===== src/rtl/render_pkg.sv =====
// Shared types and constants for the sprite renderer: screen geometry, colours,
// FSM state encoding, square descriptor and the square-sequencing helper.
package render_pkg;

    localparam int SCREEN_W = 160;
    localparam int SCREEN_H = 120;

    localparam logic [2:0] COL_PLAYER = 3'b010;
    localparam logic [2:0] COL_ENEMY  = 3'b100;
    localparam logic [2:0] COL_BG     = 3'b000;

    typedef enum logic [2:0] {
        IDLE,
        ERASE_P,
        DRAW_P,
        ERASE_E,
        DRAW_E,
        FINISH,
        CLEAR
    } state_t;

    typedef struct packed {
        logic [7:0] x;
        logic [6:0] y;
        logic [2:0] size;
    } coord_t;

    // Next square state after s, skipping squares that have nothing to scan.
    function automatic state_t next_square(state_t s, logic v, logic [2:0] old_es,
                                           logic [2:0] new_es);
        state_t n;
        n = FINISH;
        case (s)
            IDLE, FINISH: n = v ? ERASE_P : DRAW_P;
            ERASE_P:      n = DRAW_P;
            DRAW_P:       n = (v && old_es != 3'd0) ? ERASE_E :
                              (new_es != 3'd0) ? DRAW_E : FINISH;
            ERASE_E:      n = (new_es != 3'd0) ? DRAW_E : FINISH;
            default:      n = FINISH;
        endcase
        return n;
    endfunction

endpackage


===== src/rtl/square_scanner.sv =====
// Row-major walker over one square (x fastest), one pixel per cycle while go is high.
// Offsets wrap to zero after the last pixel so the next square starts at its origin.
module square_scanner
    import render_pkg::*;
(
    input  logic       clk,
    input  logic       reset,
    input  logic       go,
    input  coord_t     org,
    output logic [7:0] px,
    output logic [6:0] py,
    output logic       in_bounds,
    output logic       last
);
    logic [2:0] ox_q, oy_q;
    logic [8:0] sx;
    logic [7:0] sy;
    logic       row_end;

    // Widened sums: an origin near 255/127 must not wrap back onto the screen.
    assign sx        = {1'b0, org.x} + {6'd0, ox_q};
    assign sy        = {1'b0, org.y} + {5'd0, oy_q};
    assign px        = sx[7:0];
    assign py        = sy[6:0];
    assign in_bounds = (sx < 9'(SCREEN_W)) && (sy < 8'(SCREEN_H));
    assign row_end   = (ox_q == org.size - 3'd1);
    assign last      = row_end && (oy_q == org.size - 3'd1);

    always_ff @(posedge clk) begin
        if (reset) begin
            ox_q <= 3'd0;
            oy_q <= 3'd0;
        end else if (go) begin
            if (last) begin
                ox_q <= 3'd0;
                oy_q <= 3'd0;
            end else if (row_end) begin
                ox_q <= 3'd0;
                oy_q <= oy_q + 3'd1;
            end else begin
                ox_q <= ox_q + 3'd1;
            end
        end
    end

endmodule


===== src/rtl/sprite_renderer.sv =====
// Erases and redraws the player and enemy squares as VGA pixel writes, one per clock.
// Define SPRITE_RENDERER_RESET_CLEAR_EN to blank the whole screen after reset.
module sprite_renderer
    import render_pkg::*;
#(
    parameter int         PLAYER_SIZE   = 4,
    parameter logic [2:0] PLAYER_COLOUR = COL_PLAYER,
    parameter logic [2:0] ENEMY_COLOUR  = COL_ENEMY,
    parameter logic [2:0] BG_COLOUR     = COL_BG
) (
    input  logic       clk,
    input  logic       reset,
    input  logic       start,
    input  logic [7:0] playerX,
    input  logic [6:0] playerY,
    input  logic [7:0] enemyX,
    input  logic [6:0] enemyY,
    input  logic [2:0] enemy_size,
    output logic [7:0] x,
    output logic [6:0] y,
    output logic [2:0] colour,
    output logic       plot,
    output logic       busy,
    output logic       done
);
    localparam logic [2:0] PSZ = 3'(PLAYER_SIZE);
`ifdef SPRITE_RENDERER_RESET_CLEAR_EN
    localparam state_t RESET_STATE = CLEAR;
`else
    localparam state_t RESET_STATE = IDLE;
`endif

    state_t     state_q, scan_next;
    coord_t     new_p_q, new_e_q, old_p_q, old_e_q, org, smp_p, smp_e;
    logic       old_valid_q, pending_q;
    logic [7:0] x_q;
    logic [6:0] y_q;
    logic [2:0] colour_q, scan_col;
    logic       plot_q, busy_q, done_q;
    logic       scan_go, scan_in, scan_last;
    logic [7:0] scan_x;
    logic [6:0] scan_y;
`ifdef SPRITE_RENDERER_RESET_CLEAR_EN
    logic [7:0] clr_x_q;
    logic [6:0] clr_y_q;
`endif

    assign smp_p = {playerX, playerY, PSZ};
    assign smp_e = {enemyX, enemyY, enemy_size};

    always_comb begin
        org      = new_p_q;
        scan_col = BG_COLOUR;
        scan_go  = 1'b1;
        case (state_q)
            ERASE_P: org = old_p_q;
            DRAW_P:  scan_col = PLAYER_COLOUR;
            ERASE_E: org = old_e_q;
            DRAW_E: begin
                org      = new_e_q;
                scan_col = ENEMY_COLOUR;
            end
            default: scan_go = 1'b0;
        endcase
    end

    assign scan_next = next_square(state_q, old_valid_q, old_e_q.size, new_e_q.size);

    square_scanner u_scan (
        .clk       (clk),
        .reset     (reset),
        .go        (scan_go),
        .org       (org),
        .px        (scan_x),
        .py        (scan_y),
        .in_bounds (scan_in),
        .last      (scan_last)
    );

    always_ff @(posedge clk) begin
        if (reset) begin
            state_q     <= RESET_STATE;
            new_p_q     <= '0;
            new_e_q     <= '0;
            old_p_q     <= '0;
            old_e_q     <= '0;
            old_valid_q <= 1'b0;
            pending_q   <= 1'b0;
            x_q         <= 8'd0;
            y_q         <= 7'd0;
            colour_q    <= BG_COLOUR;
            plot_q      <= 1'b0;
            busy_q      <= 1'b0;
            done_q      <= 1'b0;
`ifdef SPRITE_RENDERER_RESET_CLEAR_EN
            clr_x_q     <= 8'd0;
            clr_y_q     <= 7'd0;
`endif
        end else begin
            plot_q <= 1'b0;
            done_q <= 1'b0;
            if (start && state_q != IDLE) pending_q <= 1'b1;
            case (state_q)
                IDLE: begin
                    if (start || pending_q) begin
                        new_p_q   <= smp_p;
                        new_e_q   <= smp_e;
                        pending_q <= 1'b0;
                        busy_q    <= 1'b1;
                        state_q   <= scan_next;
                    end
                end
                ERASE_P, DRAW_P, ERASE_E, DRAW_E: begin
                    x_q      <= scan_x;
                    y_q      <= scan_y;
                    colour_q <= scan_col;
                    plot_q   <= scan_in;
                    if (scan_last) begin
                        state_q <= scan_next;
                        // done lines up with the last pixel leaving the output register
                        if (scan_next == FINISH) done_q <= 1'b1;
                    end
                end
                FINISH: begin
                    old_p_q     <= new_p_q;
                    old_e_q     <= new_e_q;
                    old_valid_q <= 1'b1;
                    if (pending_q || start) begin
                        new_p_q   <= smp_p;
                        new_e_q   <= smp_e;
                        pending_q <= 1'b0;
                        state_q   <= ERASE_P;
                    end else begin
                        busy_q  <= 1'b0;
                        state_q <= IDLE;
                    end
                end
`ifdef SPRITE_RENDERER_RESET_CLEAR_EN
                CLEAR: begin
                    x_q      <= clr_x_q;
                    y_q      <= clr_y_q;
                    colour_q <= BG_COLOUR;
                    plot_q   <= 1'b1;
                    busy_q   <= 1'b1;
                    if (clr_x_q == 8'(SCREEN_W - 1)) begin
                        clr_x_q <= 8'd0;
                        if (clr_y_q == 7'(SCREEN_H - 1)) begin
                            clr_y_q <= 7'd0;
                            busy_q  <= 1'b0;
                            state_q <= IDLE;
                        end else begin
                            clr_y_q <= clr_y_q + 7'd1;
                        end
                    end else begin
                        clr_x_q <= clr_x_q + 8'd1;
                    end
                end
`endif
                default: state_q <= IDLE;
            endcase
        end
    end

    assign x      = x_q;
    assign y      = y_q;
    assign colour = colour_q;
    assign plot   = plot_q;
    assign busy   = busy_q;
    assign done   = done_q;

endmodule


===== config.mk =====
export PLATFORM = sky130hd
export DESIGN_NAME = sprite_renderer
export DESIGN_NICKNAME = d
export VERILOG_FILES = /design/src/rtl/render_pkg.sv /design/src/rtl/square_scanner.sv /design/src/rtl/sprite_renderer.sv
export SDC_FILE = /design/constraint.sdc
export NUM_CORES = 1
export LEC_CHECK = 0
export ABC_AREA = 0
export CAP_MARGIN = 20
export CORE_MARGIN = 3
export CORE_UTILIZATION = 34
export DETAILED_ROUTE_END_ITERATION = 10
export PLACE_DENSITY_LB_ADDON = 0.12
export SLEW_MARGIN = 20
export SYNTH_ARGS = -nofsm -noshare
export SYNTH_HDL_FRONTEND = slang
export SYNTH_SLANG_ARGS = --single-unit

===== constraint.sdc =====
create_clock -name clk -period 4.9 [get_ports clk]
set_input_delay 0.98 -clock clk [delete_from_list [all_inputs] [get_ports clk]]
set_output_delay 0.98 -clock clk [all_outputs]
set_load 0.01 [all_outputs]

==> flow_metrics.env <==
export IMPL_outcome="complete, no violations"
export IMPL_drt_iter0_drc=227
export IMPL_coreArea_mm2=0.0140
export IMPL_postSynth_asyncResetShare=0
export IMPL_globalRouteOverflowTotal=0
export IMPL_grt_pass1_vias=4038
export IMPL_clockPowerShare=0.328
export IMPL_power_frac_comb=0.211
export IMPL_port_buffers=55
export IMPL_vdd_drop_max_v=0.000221
export IMPL_n_fill_cell=1458
export IMPL_relSlewSlack=0.304
export IMPL_start_kind="register"
export IMPL_finalMaxSlewViolations=0
export IMPL_wire_per_inst_um=15.6
export IMPL_clockBufferDepth=2
export IMPL_rsz0062_at_grt="no"
export IMPL_tritoncts="built"
export IMPL_cp_max_fo=37
export IMPL_ys_seq_area_frac=0.401
export IMPL_fmax_mhz=288
export IMPL_die_h_um=127
export IMPL_p_sw_mw=0.608
export IMPL_grt_first_pass_wirelength_mm=21.1
export IMPL_synth_seq_cells=99
export IMPL_rows=43
export IMPL_synth_nets=663
export IMPL_cts_sinks=99
export IMPL_ant_nets=0
export IMPL_yosysMostFrequentCell="nand2_1"
export IMPL_synthDistinctLibCells=67
export IMPL_fin_crit_ns=3.47
export IMPL_die_area_mm2=0.0160
export IMPL_synth_top_area_frac=0.401
export IMPL_power_density_mw_per_mm2=343
export IMPL_antennaDiodeCount=0
export IMPL_root_buffer="clkbuf_16"
export IMPL_nets=695
export IMPL_track_usage=0.164
export IMPL_p_int_mw=1.40
export IMPL_cp_required_ns=5.15
export IMPL_area_growth_pct=18.8
export IMPL_hold_buffers=0
export IMPL_tightest_slew_ns=1.04
export IMPL_totalWireLength_mm=13.0
export IMPL_swShare=0.302
export IMPL_synth_top_cells_by_count="nand2_1, dfxtp_1, a21oi_1, nor2_1, clkbuf_1"
export IMPL_final_period_utilization=0.708
export IMPL_synthTopCellsByArea="dfxtp_1, nand2_1, a21oi_1"
export IMPL_cp_end_kind="register"
export IMPL_numCtsBuffers=9
export IMPL_htree_levels=3
export IMPL_synth_flop_cell="dfxtp_1"
export IMPL_ios=57
export IMPL_drive_above_1_share=0.0704
export IMPL_vias=4218
export IMPL_maxCapViolCount=0
export IMPL_die_w_um=127
export IMPL_synth_edff_count=0
export IMPL_cp_arrival_ns=3.72
export IMPL_dp_hpwl_mm=9.23
export IMPL_grt_max_degree=55
export IMPL_via_per_inst=5.06
export IMPL_path_clk_slew_ns=0.07
export IMPL_p_leak_nw=2.11
export IMPL_yosysWarnings=0
export IMPL_hold_viol=0
export IMPL_post_cts_buffers=0
export IMPL_placed_area_mm2=0.00560
export IMPL_place_gp_congestion=0.817
export IMPL_fin_skew_ns=0.00885
export IMPL_post_cts_resized=0
export IMPL_p_seq_frac=0.461
export IMPL_crit_type="register to register"
export IMPL_clk_latency_ns=0.35
export IMPL_hold_path_class="register to register"
export IMPL_avgSynthCellArea_um2=8.02
export IMPL_first_pass_iters=4
export IMPL_drc=0
export IMPL_synthCells=616
export IMPL_antenna_found_initial=0
export IMPL_initial_core_util=0.352
export IMPL_final_area_mm2=0.00587
export IMPL_syn_cell_area_mm2=0.00494
export IMPL_setup_tns_final_ns=0
export IMPL_setup_violations=0
export IMPL_synth_top_area_cell="dfxtp_1"
==> worst max-delay path, cell delays in order, from the launching register on <==
cell,delay [ns]
dfxtp_1,0.33
buf_4,0.43
mux2i_1,0.24
nor2_1,0.05
a211oi_1,0.23
a21oi_1,0.09
ha_1,0.22
fa_1,0.40
a21oi_1,0.25
inv_1,0.06
a2111oi_0,0.41
nor3_1,0.14
and4_1,0.21
a2111oi_2,0.31
==> through the flow <==
step / power (mW) / utilization / setup slack [ns] / std cells / hold WS, ns
global placement: 1.37 / 0.399 / 1.46 / 817 / 0.440
CTS: 2.04 / 0.418 / 1.42 / 833 / 0.457
floorplan: 1.21 / - / 1.18 / 616 / 0.432
global route: 2.13 / 0.418 / 1.02 / 833 / 0.468
detailed placement: 1.38 / 0.399 / 1.43 / 817 / 0.447
finish: 2.01 / 0.418 / 1.43 / 833 / 0.452
==> cells by family (layout without fill, tap and decap cells) <==
family	after synthesis	after routing	share of synthesized area
compound gates	161	161	0.208
mux	30	30	0.0631
buf+inv	50	87	0.0441
flops	99	99	0.401
simple gates	246	246	0.217
fa+ha+maj	11	11	0.0309
xor+xnor	18	18	0.0347
other cells	1	1	0.000759
==> metal layers <==
metal,up-vias,part of all wire,track usage
met5,-,0,0
met4,0,0.0079,0.0322
met3,8,0.040,0.0413
met2,71,0.44,0.252
met1,1935,0.51,0.236
li1,2204,-,-
==> flip-flops by register name, indices dropped and copies added, names as in the netlist <==
signal	cells
new_e_q	18
u_scan.ox_q	3
busy	1
u_scan.oy_q	3
plot	1
old_p_q	16
done	1
old_valid_q	1
colour	2
pending_q	1
x	8
new_p_q	16
state_q	3
old_e_q	18
y	7
==> layout make-up <==
class | count | area, µm² | area share
Timing Repair Buffer | 63 | 606 | 0.103
Inverter | 8 | 30.0 | 0.00512
Clock buffer | 11 | 233 | 0.0396
Sequential cell | 99 | 1980 | 0.338
Tap cell | 180 | 225 | 0.0384
Multi-Input combinational cell | 467 | 2760 | 0.470
Clock inverter | 5 | 37.5 | 0.00639
==> layout by cell type (no fill, tap or decap), types with 6 or more instances in the layout <==
cell type	n
buf_4	8
dfxtp_1	99
clkbuf_16	9
mux2_2	9
a21oi_1	89
nand2_1	160
nor3_1	11
nand3_1	6
mux2i_1	21
clkdlybuf4s50_1	54
nor2_1	35
xnor2_1	12
a21o_1	9
inv_1	8
ha_1	9
o21ai_0	10
a211oi_1	19
==> worst paths after layout <==
check              from    to  slack [ns]  cells after the start
min reg2reg        x[4]  x[4]        0.45                      2
max          state_q[1]  plot        1.43                     13
max reg2reg  state_q[1]  plot        1.43                     13
min                x[4]  x[4]        0.45                      2
==> power groups by stage <==
| stage | combinational (mW) | clock (mW) | sequential [mW] |
|---|---|---|---|
| after floorplan | 0.274 | 0 | 0.936 |
| after global placement | 0.424 | 0 | 0.946 |
| after detailed placement | 0.430 | 0 | 0.947 |
| after CTS | 0.433 | 0.684 | 0.928 |
| after global routing | 0.475 | 0.721 | 0.936 |
| final | 0.424 | 0.659 | 0.928 |
No activity file was read; power rests on OpenSTA's default activity.
